File: src/rtl/spi_mem_ctrl_if.sv
// Request/response and serial-link signals of spi_mem_ctrl.
// "slave" is the controller's view; "master" is the environment's.
interface spi_mem_ctrl_if;
    logic       req;
    logic       wr;
    logic [7:0] addr;
    logic [7:0] wdata;
    logic       busy;
    logic       done;
    logic [7:0] rdata;
    logic       err;
    logic       cs;
    logic       mosi;
    logic       miso;
    logic       ready;
    logic       op_done;

    modport slave (
        input  req, wr, addr, wdata, miso, ready, op_done,
        output busy, done, rdata, err, cs, mosi
    );

    modport master (
        output req, wr, addr, wdata, miso, ready, op_done,
        input  busy, done, rdata, err, cs, mosi
    );
endinterface

File: src/rtl/spi_mem_ctrl.sv
// Serialises parallel read/write requests onto cs/mosi for spi_mem,
// collects read data from miso and reports done/err.
module spi_mem_ctrl #(
    parameter int MEM_DEPTH = 32,
    parameter int TIMEOUT   = 64
) (
    input  logic          i_clk,
    input  logic          i_rst,
    spi_mem_ctrl_if.slave io_bus
);
    localparam int CW = $clog2(TIMEOUT + 16) + 1;

    typedef enum logic [2:0] {
        S_IDLE,
        S_OPCODE,
        S_SHIFT,
        S_WAIT_READY,
        S_RECV,
        S_WAIT_DONE
    } state_t;

    state_t        r_state, w_state;
    logic [CW-1:0] r_cnt, w_cnt;
    logic          r_wr, w_wr;
    logic [15:0]   r_sh, w_sh;
    logic [7:0]    r_rx, w_rx;
    logic [7:0]    r_rdata, w_rdata;
    logic          r_busy, w_busy;
    logic          r_done, w_done;
    logic          r_err, w_err;
    logic          r_cs, w_cs;
    logic          r_mosi, w_mosi;
    logic          w_addr_ok;
    logic          w_last_bit;
    logic          w_tmo;

    assign w_addr_ok  = {1'b0, io_bus.addr} < 9'(MEM_DEPTH);
    assign w_last_bit = r_wr ? (r_cnt == CW'(16)) : (r_cnt == CW'(8));
    assign w_tmo      = (r_cnt == CW'(TIMEOUT - 1));

    always_comb begin
        w_state = r_state;
        w_cnt   = r_cnt;
        w_wr    = r_wr;
        w_sh    = r_sh;
        w_rx    = r_rx;
        w_rdata = r_rdata;
        w_busy  = r_busy;
        w_done  = 1'b0;
        w_err   = 1'b0;
        w_cs    = r_cs;
        w_mosi  = r_mosi;
        unique case (r_state)
            S_IDLE: begin
                if (io_bus.req) begin
                    if (w_addr_ok) begin
                        w_state = S_OPCODE;
                        w_cnt   = '0;
                        w_wr    = io_bus.wr;
                        w_sh    = {io_bus.wdata, io_bus.addr};
                        w_busy  = 1'b1;
                        w_cs    = 1'b0;
                        w_mosi  = io_bus.wr;
                    end else begin
                        w_err = 1'b1;
                    end
                end
            end
            // opcode is held two cycles: slave leaves idle, then samples it
            S_OPCODE: begin
                if (r_cnt == '0) begin
                    w_cnt = CW'(1);
                end else begin
                    w_state = S_SHIFT;
                    w_mosi  = r_sh[0];
                    w_sh    = {1'b0, r_sh[15:1]};
                    w_cnt   = CW'(1);
                end
            end
            S_SHIFT: begin
                if (w_last_bit) begin
                    w_cs    = 1'b1;
                    w_mosi  = 1'b0;
                    w_cnt   = '0;
                    w_state = r_wr ? S_WAIT_DONE : S_WAIT_READY;
                end else begin
                    w_mosi = r_sh[0];
                    w_sh   = {1'b0, r_sh[15:1]};
                    w_cnt  = r_cnt + CW'(1);
                end
            end
            S_WAIT_READY: begin
                if (io_bus.ready) begin
                    w_state = S_RECV;
                    w_cnt   = '0;
                end else if (w_tmo) begin
                    w_err   = 1'b1;
                    w_busy  = 1'b0;
                    w_cnt   = '0;
                    w_state = S_IDLE;
                end else begin
                    w_cnt = r_cnt + CW'(1);
                end
            end
            S_RECV: begin
                w_rx = {io_bus.miso, r_rx[7:1]};
                if (r_cnt == CW'(7)) begin
                    w_state = S_WAIT_DONE;
                    w_cnt   = '0;
                end else begin
                    w_cnt = r_cnt + CW'(1);
                end
            end
            S_WAIT_DONE: begin
                if (io_bus.op_done) begin
                    w_done  = 1'b1;
                    w_busy  = 1'b0;
                    w_cnt   = '0;
                    w_state = S_IDLE;
                    if (!r_wr) w_rdata = r_rx;
                end else if (w_tmo) begin
                    w_err   = 1'b1;
                    w_busy  = 1'b0;
                    w_cnt   = '0;
                    w_state = S_IDLE;
                end else begin
                    w_cnt = r_cnt + CW'(1);
                end
            end
            default: w_state = S_IDLE;
        endcase
    end

    always_ff @(posedge i_clk) begin
        if (i_rst) begin
            r_state <= S_IDLE;
            r_cnt   <= '0;
            r_wr    <= 1'b0;
            r_sh    <= '0;
            r_rx    <= '0;
            r_rdata <= '0;
            r_busy  <= 1'b0;
            r_done  <= 1'b0;
            r_err   <= 1'b0;
            r_cs    <= 1'b1;
            r_mosi  <= 1'b0;
        end else begin
            r_state <= w_state;
            r_cnt   <= w_cnt;
            r_wr    <= w_wr;
            r_sh    <= w_sh;
            r_rx    <= w_rx;
            r_rdata <= w_rdata;
            r_busy  <= w_busy;
            r_done  <= w_done;
            r_err   <= w_err;
            r_cs    <= w_cs;
            r_mosi  <= w_mosi;
        end
    end

    assign io_bus.busy  = r_busy;
    assign io_bus.done  = r_done;
    assign io_bus.rdata = r_rdata;
    assign io_bus.err   = r_err;
    assign io_bus.cs    = r_cs;
    assign io_bus.mosi  = r_mosi;
endmodule

File: src/flat_wrapper.sv
// flat-port wrapper written by rule: the top's interface ports become plain ports
module spi_mem_ctrl_flat 
#(
    parameter int MEM_DEPTH = 32,
    parameter int TIMEOUT   = 64
)
  (i_clk, i_rst, io_bus_req, io_bus_wr, io_bus_addr, io_bus_wdata, io_bus_miso, io_bus_ready, io_bus_op_done, io_bus_busy, io_bus_done, io_bus_rdata, io_bus_err, io_bus_cs, io_bus_mosi);
  spi_mem_ctrl_if io_bus_i ();
  input  logic i_clk;
  input  logic i_rst;
  input wire logic [$bits(io_bus_i.req)-1:0] io_bus_req;
  input wire logic [$bits(io_bus_i.wr)-1:0] io_bus_wr;
  input wire logic [$bits(io_bus_i.addr)-1:0] io_bus_addr;
  input wire logic [$bits(io_bus_i.wdata)-1:0] io_bus_wdata;
  input wire logic [$bits(io_bus_i.miso)-1:0] io_bus_miso;
  input wire logic [$bits(io_bus_i.ready)-1:0] io_bus_ready;
  input wire logic [$bits(io_bus_i.op_done)-1:0] io_bus_op_done;
  output wire logic [$bits(io_bus_i.busy)-1:0] io_bus_busy;
  output wire logic [$bits(io_bus_i.done)-1:0] io_bus_done;
  output wire logic [$bits(io_bus_i.rdata)-1:0] io_bus_rdata;
  output wire logic [$bits(io_bus_i.err)-1:0] io_bus_err;
  output wire logic [$bits(io_bus_i.cs)-1:0] io_bus_cs;
  output wire logic [$bits(io_bus_i.mosi)-1:0] io_bus_mosi;
  assign io_bus_i.req = io_bus_req;
  assign io_bus_i.wr = io_bus_wr;
  assign io_bus_i.addr = io_bus_addr;
  assign io_bus_i.wdata = io_bus_wdata;
  assign io_bus_i.miso = io_bus_miso;
  assign io_bus_i.ready = io_bus_ready;
  assign io_bus_i.op_done = io_bus_op_done;
  assign io_bus_busy = io_bus_i.busy;
  assign io_bus_done = io_bus_i.done;
  assign io_bus_rdata = io_bus_i.rdata;
  assign io_bus_err = io_bus_i.err;
  assign io_bus_cs = io_bus_i.cs;
  assign io_bus_mosi = io_bus_i.mosi;
  spi_mem_ctrl #(.MEM_DEPTH(MEM_DEPTH), .TIMEOUT(TIMEOUT)) u_core (.i_clk(i_clk), .i_rst(i_rst), .io_bus(io_bus_i));
endmodule
File: config.mk
export PLATFORM = sky130hd
export DESIGN_NAME = spi_mem_ctrl_flat
export DESIGN_NICKNAME = d
export VERILOG_FILES = /design/src/rtl/spi_mem_ctrl_if.sv /design/src/rtl/spi_mem_ctrl.sv /design/src/flat_wrapper.sv
export SDC_FILE = /design/constraint.sdc
export NUM_CORES = 1
export LEC_CHECK = 0
export ABC_AREA = 1
export BUFFER_PORTS_ARGS = -buffer_cell sky130_fd_sc_hd__buf_2
export CAP_MARGIN = 10
export CORE_AREA = 2 2 78 80
export CTS_CLUSTER_SIZE = 14
export DETAILED_ROUTE_END_ITERATION = 6
export DIE_AREA = 0 0 80 82
export GPL_TIMING_DRIVEN = 0
export SLEW_MARGIN = 20
export SYNTH_ARGS = -nofsm -noshare
export SYNTH_HDL_FRONTEND = slang
export SYNTH_SLANG_ARGS = --single-unit
export TNS_END_PERCENT = 30
File: constraint.sdc
create_clock -name i_clk -period 1.8 [get_ports i_clk]
set_input_delay 0.36 -clock i_clk [delete_from_list [all_inputs] [get_ports i_clk]]
set_output_delay 0.36 -clock i_clk [all_outputs]
set_load 0.05 [all_outputs]
Word level (Yosys, flattened, before mapping):

Cells that the tools add are included.

* flip-flop bits (word level): 49
* bits of input ports: 23

* add/subtract/negate cells: 1
* magnitude comparators: 1
* equality and inequality tests: 16
* muxes and demuxes: 46
* bitwise gates (word level): 2
* reductions and logical operators: 15

Operators by type and width (number)
* 2-to-1 mux 16 bit: 4
* 2-to-1 mux 8 bit: 7
* case mux 16 bit (3 select lines): 1
* case mux 8 bit (6 select lines): 1
* 2-to-1 mux 3 bit: 9
* 2-to-1 mux 1 bit: 19
* case mux 3 bit (6 select lines): 1
* AND reduction 4 bit: 3
* AND reduction 5 bit: 2
* case mux 1 bit (3 select lines): 3
* AND reduction 3 bit: 3
* adder 8 x 1 -> 8 bit, second input constant: 1
* == test 8 x 3 -> 1 bit, second input constant: 1
* == test 8 x 4 -> 1 bit, second input constant: 1
* == test 8 x 5 -> 1 bit, second input constant: 1
* == test 8 x 6 -> 1 bit, second input constant: 1
* logical NOT 8 bit: 1
* less-than comparator 8 x 6 -> 1 bit, second input constant: 1
* != test 2 bit, second input constant: 4
* == test 3 x 2 -> 1 bit, second input constant: 2
* == test 3 bit, second input constant: 2
* != test 2 x 1 -> 1 bit, second input constant: 3
* nonzero test 3 bit: 2
* nonzero test 6 bit: 1
* 6 further kinds: 7

Logic depth before layout (Yosys ltp):

Gate-level depths: netlist (run 1).

* depth after elaboration: 4
* mapped depth: 13
* gate-level depth less buffers: 12

Worst setup path after synthesis (run 1):

No wires, ideal clock.

* path type: reg2reg
* from: reg u_core.r_cnt[0]
* to: reg u_core.r_sh[10]
* setup time: 0.113 ns
* arrival: 1.382 ns
* data required time: 1.687 ns
* path slack: 0.305 ns
* stages on the path, launching flop included: 14
* period minus slack after synthesis: 1.495 ns
* cell sequence: dfxtp_1 > inv_1 > ha_1 > nand2_1 > inv_1 > nand2_2 > nor2_2 > nor2_2 > nand2_2 > nor2_4 > buf_6 > nand2_1 > nand2_1 > nor2_1

* longest elaborated chain between the ends: 4
* elaborated cells on any way between the ends: 7

RTL lines
* start: declaration: line spi_mem_ctrl.sv:23 `logic [CW-1:0] r_cnt, w_cnt;`
* start signal: assignment: line spi_mem_ctrl.sv:149 `r_cnt <= w_cnt;`
* == test 8 x 4 -> 1 bit or == test 8 x 5 -> 1 bit (tied branches): line spi_mem_ctrl.sv:38 `assign w_last_bit = r_wr ? (r_cnt == CW'(16)) : (r_cnt == CW'(8));`
* 2-to-1 mux 1 bit: line spi_mem_ctrl.sv:38
* != test 2 bit (no source line)
* AND reduction 5 bit (no source line) (*)
* end signal: assignment: line spi_mem_ctrl.sv:151 `r_sh <= w_sh;`
* end: declaration: line spi_mem_ctrl.sv:25 `logic [15:0] r_sh, w_sh;`

Mark *: on every way between the ends. The rest lies on a longest branch, timed or not.
A chain may end at the register's enable or synchronous reset.

Final worst setup path (run 1):

* from: reg u_core.r_state[0]
* to: reg u_core.r_cnt[6]

* longest elaborated chain between the ends: 3
* elaborated cells on any way between the ends: 11

RTL lines
* start: declaration: line spi_mem_ctrl.sv:22 `state_t r_state, w_state;`
* start signal: assignment: line spi_mem_ctrl.sv:148 `r_state <= w_state;`
* == test 3 x 1 -> 1 bit (tied with other cells): line spi_mem_ctrl.sv:53 `unique case (r_state)`
* nonzero test 6 bit (no source line) (tied with other cells)
* AND reduction 3 bit (no source line)

Several ways; a longest one is shown, not always the timed one.

==> results.py, run 1 <==
metrics = {
    "yosys": {
        "synth_top_family_by_area": "simple AND/OR/NAND/NOR gates",
        "synth_xor_area_frac": 0.00352,
        "synth.most_common_cell": "nand2_1",
        "synth-simple-area-share": 0.394,
        "synth_top_area_share": 0.394,
        "synth.area.mux_share": 0,
        "synth.avg_cell_area_um2": 6.31,
        "syn-num-nets": 420,
        "synthesis.area_um2": 2490,
        "synthTopCellsByCount": "nand2_1, nor2_1, dfxtp_1",
        "ys_seq_area_frac": 0.394,
        "synth_top_area_cell": "dfxtp_1",
        "synth_compound_area_frac": 0.0939,
        "synth_edf_count": 0,
        "synth_cells": 395,
        "synthFlopType": "dfxtp_1",
        "synth-seq-cells": 49,
        "synth_fa_ha_area_frac": 0.0100,
        "async_reset_ff_frac": 0,
        "synth_cell_types": 31,
        "yosys-top-cells-area": "dfxtp_1, nand2_1, nor2_1",
        "ys_warn_count": 0,
    },
    "timing": {
        "fin_skew_ps": 14.5,
        "maxSlewHeadroom": 0.643,
        "min_period_over_period": 0.911,
        "slew_viol_final": 0,
        "rsz0062_at_grt": "yes",
        "max_freq_mhz": 610,
        "whs_ps": 318,
        "setup_violations": 0,
        "min_period_ps": 1640,
        "final.setup.worst_slack_ps": 160,
        "hold_viol_final": 0,
        "tightest_slew_ps": 536,
    },
    "placed_design": {
        "dp_hpwl_mm": 4.10,
        "io_buffers": 34,
        "dp_slack_ps": -57.5,
        "gp_congestion": 0.892,
        "dp_cells": 504,
    },
    "route": {
        "firstDrtPassIters": 4,
        "via_per_inst": 4.68,
        "wl_mm": 5.55,
        "vias": 2399,
        "dr.first_iter.drc_count": 133,
        "wl_per_cell_um": 10.8,
        "drc_errors": 0,
        "ant_nets": 0,
    },
    "clock_network": {
        "clockRootBuffer": "clkbuf_8",
        "clkLatencyLatePin_ps": 310,
        "htreeDepth": 2,
        "cts.sinks": 49,
        "clk_pin_slew_worst_paths_ps": 100,
        "cts_tree": "done",
        "clockBufferDepth": 2,
        "cts_buffers": 5,
    },
    "floorplanning": {
        "die_h_um": 82,
        "coreArea_um2": 5750,
        "start_util": 0.434,
        "fp.dieW_um": 80,
        "row_count": 28,
        "ios": 36,
        "die_area_um2": 6560,
    },
    "grt": {
        "grt_max_degree": 16,
        "antenna_found_initial": 0,
        "grt_first_pass_wirelength_mm": 9.32,
        "grt_overflow_total": 0,
        "track_usage": 0.181,
        "grt_pass1_vias": 2040,
    },
    "status": {
        "status": "completed",
    },
    "power": {
        "p_leak_nw": 1.45,
        "p_per_area_nw_per_um2": 1190,
        "finalPower_mw": 3.42,
        "peakVddDrop_mv": 0.533,
    },
    "worst_setup_path": {
        "worstPathMaxFanout": 9,
        "criticalPathCategory": "reg -> reg",
        "worst-endpoint-required_ps": 2000,
        "critPathArrivalTime_ps": 1840,
        "cp-end-kind": "flop",
        "setup.worst_path.start_class": "flop",
    },
    "layout": {
        "nets": 462,
        "final_cell_count_no_fill": 513,
        "post_route_cells_drive_above_1_share": 0.148,
        "diodes": 0,
        "area_delta_synth_final_pct": 15.3,
        "fillerInstances": 616,
    },
    "job": {
        "maxCapViolCount": 0,
    },
    "min_path": {
        "hp-class": "in -> reg",
    },
}
cells in the final DEF (no fill, tap or decap), drive strengths merged:
cell / Yosys / final
a22oi: 1 / 1
dfxtp: 49 / 49
clkinv: 1 / 2
buf: 9 / 44
nand2b: 1 / 1
nor3: 5 / 5
inv: 45 / 46
nand3b: 1 / 1
a32oi: 1 / 1
nand4: 2 / 2
o21bai: 1 / 1
o211ai: 2 / 2
a21oi: 9 / 9
a21boi: 1 / 1
nand3: 16 / 16
clkbuf: 4 / 10
xor2: 1 / 1
ha: 2 / 2
nor2: 98 / 98
a21o: 1 / 1
nand2: 118 / 118
o21ai: 27 / 27
logic make-up (layout without fill, tap and decap cells):
family	Yosys count	count (layout)
and+or+nand+nor	241	241
adders and majority gates	2	2
buffers and inverters	59	102
DFF	49	49
xor gates and xnor gates	1	1
AOI/OAI and AO/OA	43	43
metrics by stage:
stage | utilization | setup TNS, ps | cell area, um2
after floorplan | - | 0 | 2490
after global placement | 0.480 | -856 | 2760
after detailed placement | 0.480 | -608 | 2760
after CTS | 0.496 | 0 | 2850
after global routing | 0.500 | -31.3 | 2870
final | 0.500 | 0 | 2870
worst max-delay path, cell delays in order, from the launching register on:
cell     delay, ps
dfxtp_1        310
buf_4          160
nor3_4         230
nand2_1        140
nand2_1        270
inv_1          140
a21o_1         170
nand3_1         60
nor2_1          40
metal layers:
layer  GRT usage  wire, um
met5           0         0
met3      0.0407       268
met1       0.248      2820
met2       0.289      2400
met4      0.0458        57
worst paths after layout:
path                                       start                           end  slack, ps  cells past startpoint
setup / recovery  u_core.r_state[0]$_SDFFE_PP0P_  u_core.r_cnt[6]$_SDFFE_PP0P_        160                      8
hold / removal                       io_bus_miso   u_core.r_rx[7]$_SDFFE_PP0P_        320                      3
setup reg to reg  u_core.r_state[0]$_SDFFE_PP0P_  u_core.r_cnt[6]$_SDFFE_PP0P_        160                      8
hold reg to reg      u_core.r_sh[3]$_SDFFE_PP0P_   u_core.r_sh[3]$_SDFFE_PP0P_        490                      2
registers in the layout (all words and copies together), names as in the netlist, 3 cells and up:
register and count:
u_core.r_sh 16, u_core.io_bus.rdata 8, u_core.r_cnt 8, u_core.r_rx 8, u_core.r_state 3
what timing repair did:
item                       CTS  global route
gates resized for setup      2             5
pin swaps                    0             1
buffers inserted             0             1
hold buffers                 0             0
setup endpoints to repair   12            20
power by group:
group / leakage [nW] / internal (mW) / total (mW) / switching (mW)
combinational: 1.00 / 0.512 / 1.39 / 0.874
sequential: 0.400 / 1.27 / 1.37 / 0.0989
clock: 0.0456 / 0.278 / 0.667 / 0.389
total: 1.45 / 2.06 / 3.42 / 1.36
final cells by class:
class                      count  area [um2]  share of cell area
multi-input combinational    287        1270               0.441
sequential                    49         985               0.343
timing repair buffer          35         178              0.0619
inverter                      46         173              0.0601
tap                           75        93.8              0.0327
buffer                        13        88.8              0.0309
clock buffer                   6        72.6              0.0253
clock inverter                 2        13.8             0.00479
No activity file was read; power rests on OpenSTA's default activity.
==> inputs of run 2 (changes only) <==
--- a/config.mk
+++ b/config.mk
@@ -5,13 +5,12 @@
 export SDC_FILE = /design/constraint.sdc
 export NUM_CORES = 1
 export LEC_CHECK = 0
-export ABC_AREA = 1
 export BUFFER_PORTS_ARGS = -buffer_cell sky130_fd_sc_hd__buf_2
 export CAP_MARGIN = 10
-export CORE_AREA = 2 2 78 80
+export CORE_AREA = 2 2 77 79
 export CTS_CLUSTER_SIZE = 14
 export DETAILED_ROUTE_END_ITERATION = 6
-export DIE_AREA = 0 0 80 82
+export DIE_AREA = 0 0 79 81
 export GPL_TIMING_DRIVEN = 0
 export SLEW_MARGIN = 20
 export SYNTH_ARGS = -nofsm -noshare
==> constraint.sdc (replaced) <==
create_clock -name i_clk -period 2 [get_ports i_clk]
set_input_delay 0.4 -clock i_clk [delete_from_list [all_inputs] [get_ports i_clk]]
set_output_delay 0.4 -clock i_clk [all_outputs]
set_load 0.05 [all_outputs]
==> run 2 against run 1 <==
Against the previous run: synthesized area is 1.5% lower; global-route usage is 0.16 points lower; total power is 3.7% higher; largest power group unchanged; hold slack better by 19 ps; synthesized cell count is 30% lower; critical path type unchanged; worst setup slack worse by 23 ps; combinational power is 22% higher; non-clock buffer count is 9 higher; cell area is 0.17% lower; utilization is 0.53 points higher; critical path depth is 1 lower.
==> results.py, run 2 <==
metrics = {
    "layout": {
        "post_route_cells_drive_above_1_share": 0.252,
        "layout_common_cells": "dfxtp_1, nor2_1, buf_2",
        "largest_register_ffs": 16,
        "multi_input_area_um2": 1360,
        "regArea_um2": 983,
        "fin_area_um2": 2870,
        "area_delta_synth_final_pct": 16.8,
        "final_common_cell": "dfxtp_1",
        "nets": 347,
        "diodes": 0,
        "largest_register": "u_core.r_sh",
        "fillerInstances": 570,
        "final_core_util": 0.505,
    },
    "timing": {
        "final.setup.worst_slack_ps": 136,
        "setup_violations": 0,
        "max_freq_mhz": 537,
        "fin_skew_ps": 6.17,
        "tightest_slew_ps": 680,
        "rsz0062_at_grt": "no",
        "slew_viol_final": 0,
        "min_period_ps": 1860,
        "maxSlewHeadroom": 0.547,
        "min_period_over_period": 0.932,
        "hold_viol_final": 0,
    },
    "floorplanning": {
        "die_h_um": 81,
        "fp.dieW_um": 79,
        "row_count": 28,
        "coreArea_um2": 5680,
        "start_util": 0.433,
        "ios": 36,
        "die_area_um2": 6400,
    },
    "route": {
        "firstDrtPassIters": 4,
        "ant_nets": 0,
        "vias": 2094,
        "via_per_inst": 5.27,
        "drc_errors": 0,
        "wl_mm": 5.45,
        "dr.first_iter.drc_count": 103,
        "wl_per_cell_um": 13.7,
    },
    "worst_setup_path": {
        "cpLargestDelayFamily": "compound AO/OA/AOI/OAI gates",
        "worstPathMaxFanout": 10,
        "critPathArrivalTime_ps": 2080,
        "crit_buf_inv": 2,
        "worst-endpoint-required_ps": 2220,
        "path_cells": "buf_4 -> and3b_1 -> o2111a_1 -> a311oi_4 -> buf_6 -> nor2_1 -> a211oi_2",
        "cp-end-kind": "flop",
        "cp_slowest_cell": "a311oi_4",
        "critPathMaxStageDelay_ps": 380,
        "setup.worst_path.start_class": "flop",
        "criticalPathCategory": "reg -> reg",
    },
    "grt": {
        "track_usage": 0.179,
        "antenna_found_initial": 0,
        "grt_overflow_total": 0,
        "grt_pass1_vias": 1943,
        "grt_first_pass_wirelength_mm": 9.12,
        "grt_max_degree": 15,
    },
    "yosys": {
        "synth.most_common_cell": "dfxtp_1",
        "synthTopCellsByCount": "dfxtp_1, nor2_1, nand2_1",
        "synth_cell_types": 51,
        "syn-num-nets": 301,
        "async_reset_ff_frac": 0,
        "synth_top_area_share": 0.400,
        "synth_edf_count": 0,
        "synth-seq-cells": 49,
        "synth_top_area_cell": "dfxtp_1",
        "synthesis.area_um2": 2450,
        "synth.avg_cell_area_um2": 8.89,
        "yosys-top-cells-area": "dfxtp_1, mux2i_1, a211oi_2",
        "synth_cells": 276,
        "synthFlopType": "dfxtp_1",
        "ys_seq_area_frac": 0.400,
        "ys_warn_count": 0,
    },
    "placed_design": {
        "gp_congestion": 0.811,
        "dp_hpwl_mm": 3.90,
        "io_buffers": 34,
        "dpl_cell_area_um2": 2720,
        "dp_slack_ps": -219,
    },
    "clock_network": {
        "htreeDepth": 2,
        "clkLatencyLatePin_ps": 300,
        "cts.sinks": 49,
        "cts_tree": "done",
        "clockBufferDepth": 2,
        "cts_hold_buf": 0,
        "clk_pin_slew_worst_paths_ps": 90,
        "clockRootBuffer": "clkbuf_8",
        "cts_buffers": 5,
    },
    "power": {
        "p_leak_nw": 1.09,
        "p_per_area_nw_per_um2": 1240,
        "peakVddDrop_mv": 0.512,
    },
    "status": {
        "status": "completed",
    },
    "job": {
        "maxCapViolCount": 0,
    },
    "min_path": {
        "hp-class": "in -> reg",
    },
}
[run 2: changes by cell type in the layout (fill, tap and decap cells not counted), moves of 3 or more]
cell	change
inv_1	-36
mux2i_1	+23
nand2b_1	+3
xor2_1	+3
a21oi_1	+10
nand2_2	-3
nor2_1	-55
o21ai_0	-19
a211oi_2	+14
nand2_1	-86
nand3_1	-6
nor2b_1	+3
buf_4	+8
[run 2: repair_timing]
item / in CTS / in global routing
resized for setup: 2 / 4
buffers inserted: 0 / 6
endpoints found under the setup margin: 17 / 24
pin swaps: 0 / 3
[run 2: layer usage]
metal	share of wire	vias up	track usage
li1	-	1072	-
met1	0.48	983	0.244
met2	0.47	35	0.286
met3	0.039	4	0.0367
met4	0.0095	0	0.0569
met5	0	-	0
[run 2: kinds of logic after synthesis]
| family | Yosys count | share of synthesized area |
|---|---|---|
| AOI/OAI and AO/OA | 61 | 0.204 |
| xor gates and xnor gates | 5 | 0.0178 |
| adders and majority gates | 2 | 0.0102 |
| buffers and inverters | 25 | 0.0520 |
| DFF | 49 | 0.400 |
| muxes | 23 | 0.0938 |
| and+or+nand+nor | 111 | 0.223 |
[run 2: worst paths after layout]
kind | from | endpoint | slack [ps] | cells past startpoint
max | u_core.r_cnt[3]$_SDFFE_PP0P_ | u_core.r_sh[8]$_SDFFE_PP0P_ | 140 | 7
min | io_bus_miso | u_core.r_rx[7]$_SDFFE_PP0P_ | 340 | 3
max reg2reg | u_core.r_cnt[3]$_SDFFE_PP0P_ | u_core.r_sh[8]$_SDFFE_PP0P_ | 140 | 7
min reg2reg | u_core.r_rx[0]$_SDFFE_PP0P_ | u_core.r_rx[0]$_SDFFE_PP0P_ | 460 | 2
[run 2: cell type report]
| cell class | instances | share of cell area |
|---|---|---|
| Timing Repair Buffer | 40 | 0.0751 |
| Multi-Input combinational cell | 202 | 0.473 |
| Inverter | 7 | 0.00917 |
| Tap cell | 75 | 0.0327 |
| Buffer | 17 | 0.0354 |
| Clock buffer | 6 | 0.0288 |
| Clock inverter | 1 | 0.00262 |
| Sequential cell | 49 | 0.343 |
[run 2: stage by stage]
stage	setup TNS [ps]	hold WS (ps)	power, mW	std cells
floorplan	0	436	2.58	276
global placement	-3890	450	2.89	385
detailed placement	-3960	455	2.90	385
CTS	0	323	3.52	392
global route	0	357	3.81	397
finish	0	337	3.55	397
[run 2: tightest hold or removal path: cells and delay by family]
kind / cells / cell delay [ps]
AO/OA/AOI/OAI: 1 / 50
AND/OR/NAND/NOR: 1 / 40
buffers and inverters: 1 / 90
[run 2: power breakdown]
part	internal, mW	switching (mW)	total (mW)
combinational	0.739	0.952	1.69
sequential	1.15	0.116	1.27
clock	0.274	0.317	0.591
==> inputs of run 3 (changes only) <==
--- a/config.mk
+++ b/config.mk
@@ -7,10 +7,10 @@
 export LEC_CHECK = 0
 export BUFFER_PORTS_ARGS = -buffer_cell sky130_fd_sc_hd__buf_2
 export CAP_MARGIN = 10
-export CORE_AREA = 2 2 77 79
+export CORE_AREA = 2 2 94 96
 export CTS_CLUSTER_SIZE = 14
 export DETAILED_ROUTE_END_ITERATION = 6
-export DIE_AREA = 0 0 79 81
+export DIE_AREA = 0 0 96 98
 export GPL_TIMING_DRIVEN = 0
 export SLEW_MARGIN = 20
 export SYNTH_ARGS = -nofsm -noshare
==> run 3 against run 2 <==
Against the previous run: sequential power about the same; sequential share of layout area decreased by 0.86 points; combinational power increased by 4%; cell count increased by 8.1%; largest power group unchanged; highest routed layer unchanged; first-iteration DRC count increased by 3.9%.
==> results.py, run 3 (synthesis results as in run 2) <==
metrics = {
    "worst_setup_path": {
        "reg2reg_setup_slack_ps": 140,
        "critPathArrivalTime_ps": 2080,
        "critPathMaxStageDelay_ps": 380,
        "endpoint": "u_core.r_sh[4]$_SDFFE_PP0P_",
        "worstPathMaxFanout": 10,
        "cp_slowest_cell": "a311oi_4",
        "criticalPathCategory": "reg -> reg",
        "crit_start": "u_core.r_cnt[3]$_SDFFE_PP0P_",
        "cp-end-kind": "flop",
        "worstReg2RegStart": "u_core.r_cnt[3]$_SDFFE_PP0P_",
        "r2r_end": "u_core.r_sh[4]$_SDFFE_PP0P_",
        "setup.worst_path.start_class": "flop",
        "worst-endpoint-required_ps": 2220,
        "reg2regPathDepth": 7,
        "path_cells": "buf_4 -> and3b_1 -> o2111a_2 -> a311oi_4 -> buf_6 -> nor2_1 -> a211oi_2",
    },
    "clock_network": {
        "cts_hold_buf": 0,
        "cts.sinks": 49,
        "cts_buffers": 5,
        "clockRootBuffer": "clkbuf_8",
        "clkLatencyLatePin_ps": 300,
        "clockBufferDepth": 2,
        "cts_tree": "done",
        "htreeDepth": 2,
        "clk_pin_slew_worst_paths_ps": 90,
    },
    "layout": {
        "final_core_util": 0.347,
        "regArea_um2": 982,
        "fillerInstances": 879,
        "nets": 345,
        "post_route_cells_drive_above_1_share": 0.249,
        "final_cell_count_no_fill": 429,
        "layout_common_cells": "dfxtp_1, nor2_1, buf_2",
        "diodes": 0,
        "fin_area_um2": 2940,
        "final_common_cell": "dfxtp_1",
        "area_delta_synth_final_pct": 19.6,
        "largest_register_ffs": 16,
        "multi_input_area_um2": 1360,
        "largest_register": "u_core.r_sh",
    },
    "floorplanning": {
        "coreArea_um2": 8470,
        "ios": 36,
        "fp.dieW_um": 96,
        "die_area_um2": 9410,
        "die_h_um": 98,
        "start_util": 0.290,
        "row_count": 34,
    },
    "power": {
        "peakVddDrop_mv": 0.433,
        "p_per_area_nw_per_um2": 1280,
        "p_leak_nw": 1.10,
    },
    "placed_design": {
        "dp_hpwl_mm": 4.20,
        "gp_congestion": 0.872,
        "dpl_cell_area_um2": 2760,
        "io_buffers": 34,
        "dp_cells": 418,
    },
    "min_path": {
        "hp-class": "in -> reg",
    },
    "timing": {
        "maxSlewHeadroom": 0.516,
        "whs_ps": 349,
        "max_freq_mhz": 537,
        "setup_violations": 0,
        "tightest_slew_ps": 726,
        "rsz0062_at_grt": "no",
        "finalSetupTns_ps": 0,
        "slew_viol_final": 0,
        "hold_viol_final": 0,
        "min_period_over_period": 0.931,
        "min_period_ps": 1860,
        "fin_skew_ps": 7.97,
    },
    "route": {
        "drc_errors": 0,
        "dr.first_iter.drc_count": 107,
        "ant_nets": 0,
        "vias": 2141,
        "wl_per_cell_um": 13.4,
        "firstDrtPassIters": 4,
        "wl_mm": 5.74,
        "via_per_inst": 4.99,
    },
    "grt": {
        "grt_pass1_vias": 2054,
        "grt_first_pass_wirelength_mm": 9.84,
        "track_usage": 0.131,
        "grt_max_degree": 16,
        "antenna_found_initial": 0,
        "grt_overflow_total": 0,
    },
    "status": {
        "status": "completed",
    },
    "job": {
        "maxCapViolCount": 0,
    },
}
## run 3: what timing repair did
action                     in CTS  in global routing
gates resized for setup         2                  5
pin swaps                       0                  2
buffers inserted                0                  4
setup endpoints to repair      17                 33
## run 3: critical path, delay by kind of cell (launching register included)
kind	cells	cell delay (ps)
compound gates	3	880
buf+inv	2	350
flops	1	310
simple gates	2	240
## run 3: per-stage QoR
step	setup WS [ps]	total power [mW]
after CTS	15.9	3.67
after detailed placement	-223	2.90
final	138	3.77
after floorplan	213	2.58
after global routing	6.99	4.04
after global placement	-205	2.87
## run 3: per-layer routing
metal  share of wire  track usage  routed length, um  up-vias
met3           0.041       0.0270                234        4
met4           0.012       0.0396                 70        0
li1                -            -                  -     1061
met5               0            0                  0        -
met2            0.48        0.204               2750       38
met1            0.47        0.182               2680     1038
## run 3: layout make-up
| type | count | area share |
|---|---|---|
| Sequential cell | 49 | 0.334 |
| Tap cell | 108 | 0.0460 |
| Multi-Input combinational cell | 202 | 0.463 |
| Inverter | 7 | 0.00895 |
| Timing Repair Buffer | 38 | 0.0724 |
| Clock buffer | 6 | 0.0281 |
| Buffer | 17 | 0.0345 |
| Clock inverter | 2 | 0.0128 |
## run 3: worst min path at each step
stage | from | end | slack [ps] | depth (start not counted)
finish | io_bus_miso | u_core.r_rx[7]$_SDFFE_PP0P_ | 350 | 3
global route | io_bus_miso | u_core.r_rx[7]$_SDFFE_PP0P_ | 360 | 3
CTS | io_bus_miso | u_core.r_rx[7]$_SDFFE_PP0P_ | 350 | 3
detailed placement | u_core.r_rx[0]$_SDFFE_PP0P_ | u_core.r_rx[0]$_SDFFE_PP0P_ | 450 | 2
global placement | u_core.r_rx[0]$_SDFFE_PP0P_ | u_core.r_rx[0]$_SDFFE_PP0P_ | 450 | 2
floorplan | u_core.r_rx[0]$_SDFFE_PP0P_ | u_core.r_rx[0]$_SDFFE_PP0P_ | 440 | 2
## run 3: power breakdown
part | leakage [nW] | switching [mW] | internal [mW]
clock | 0.0574 | 0.334 | 0.407
sequential | 0.399 | 0.122 | 1.15
combinational | 0.641 | 0.974 | 0.784
total | 1.10 | 1.43 | 2.34
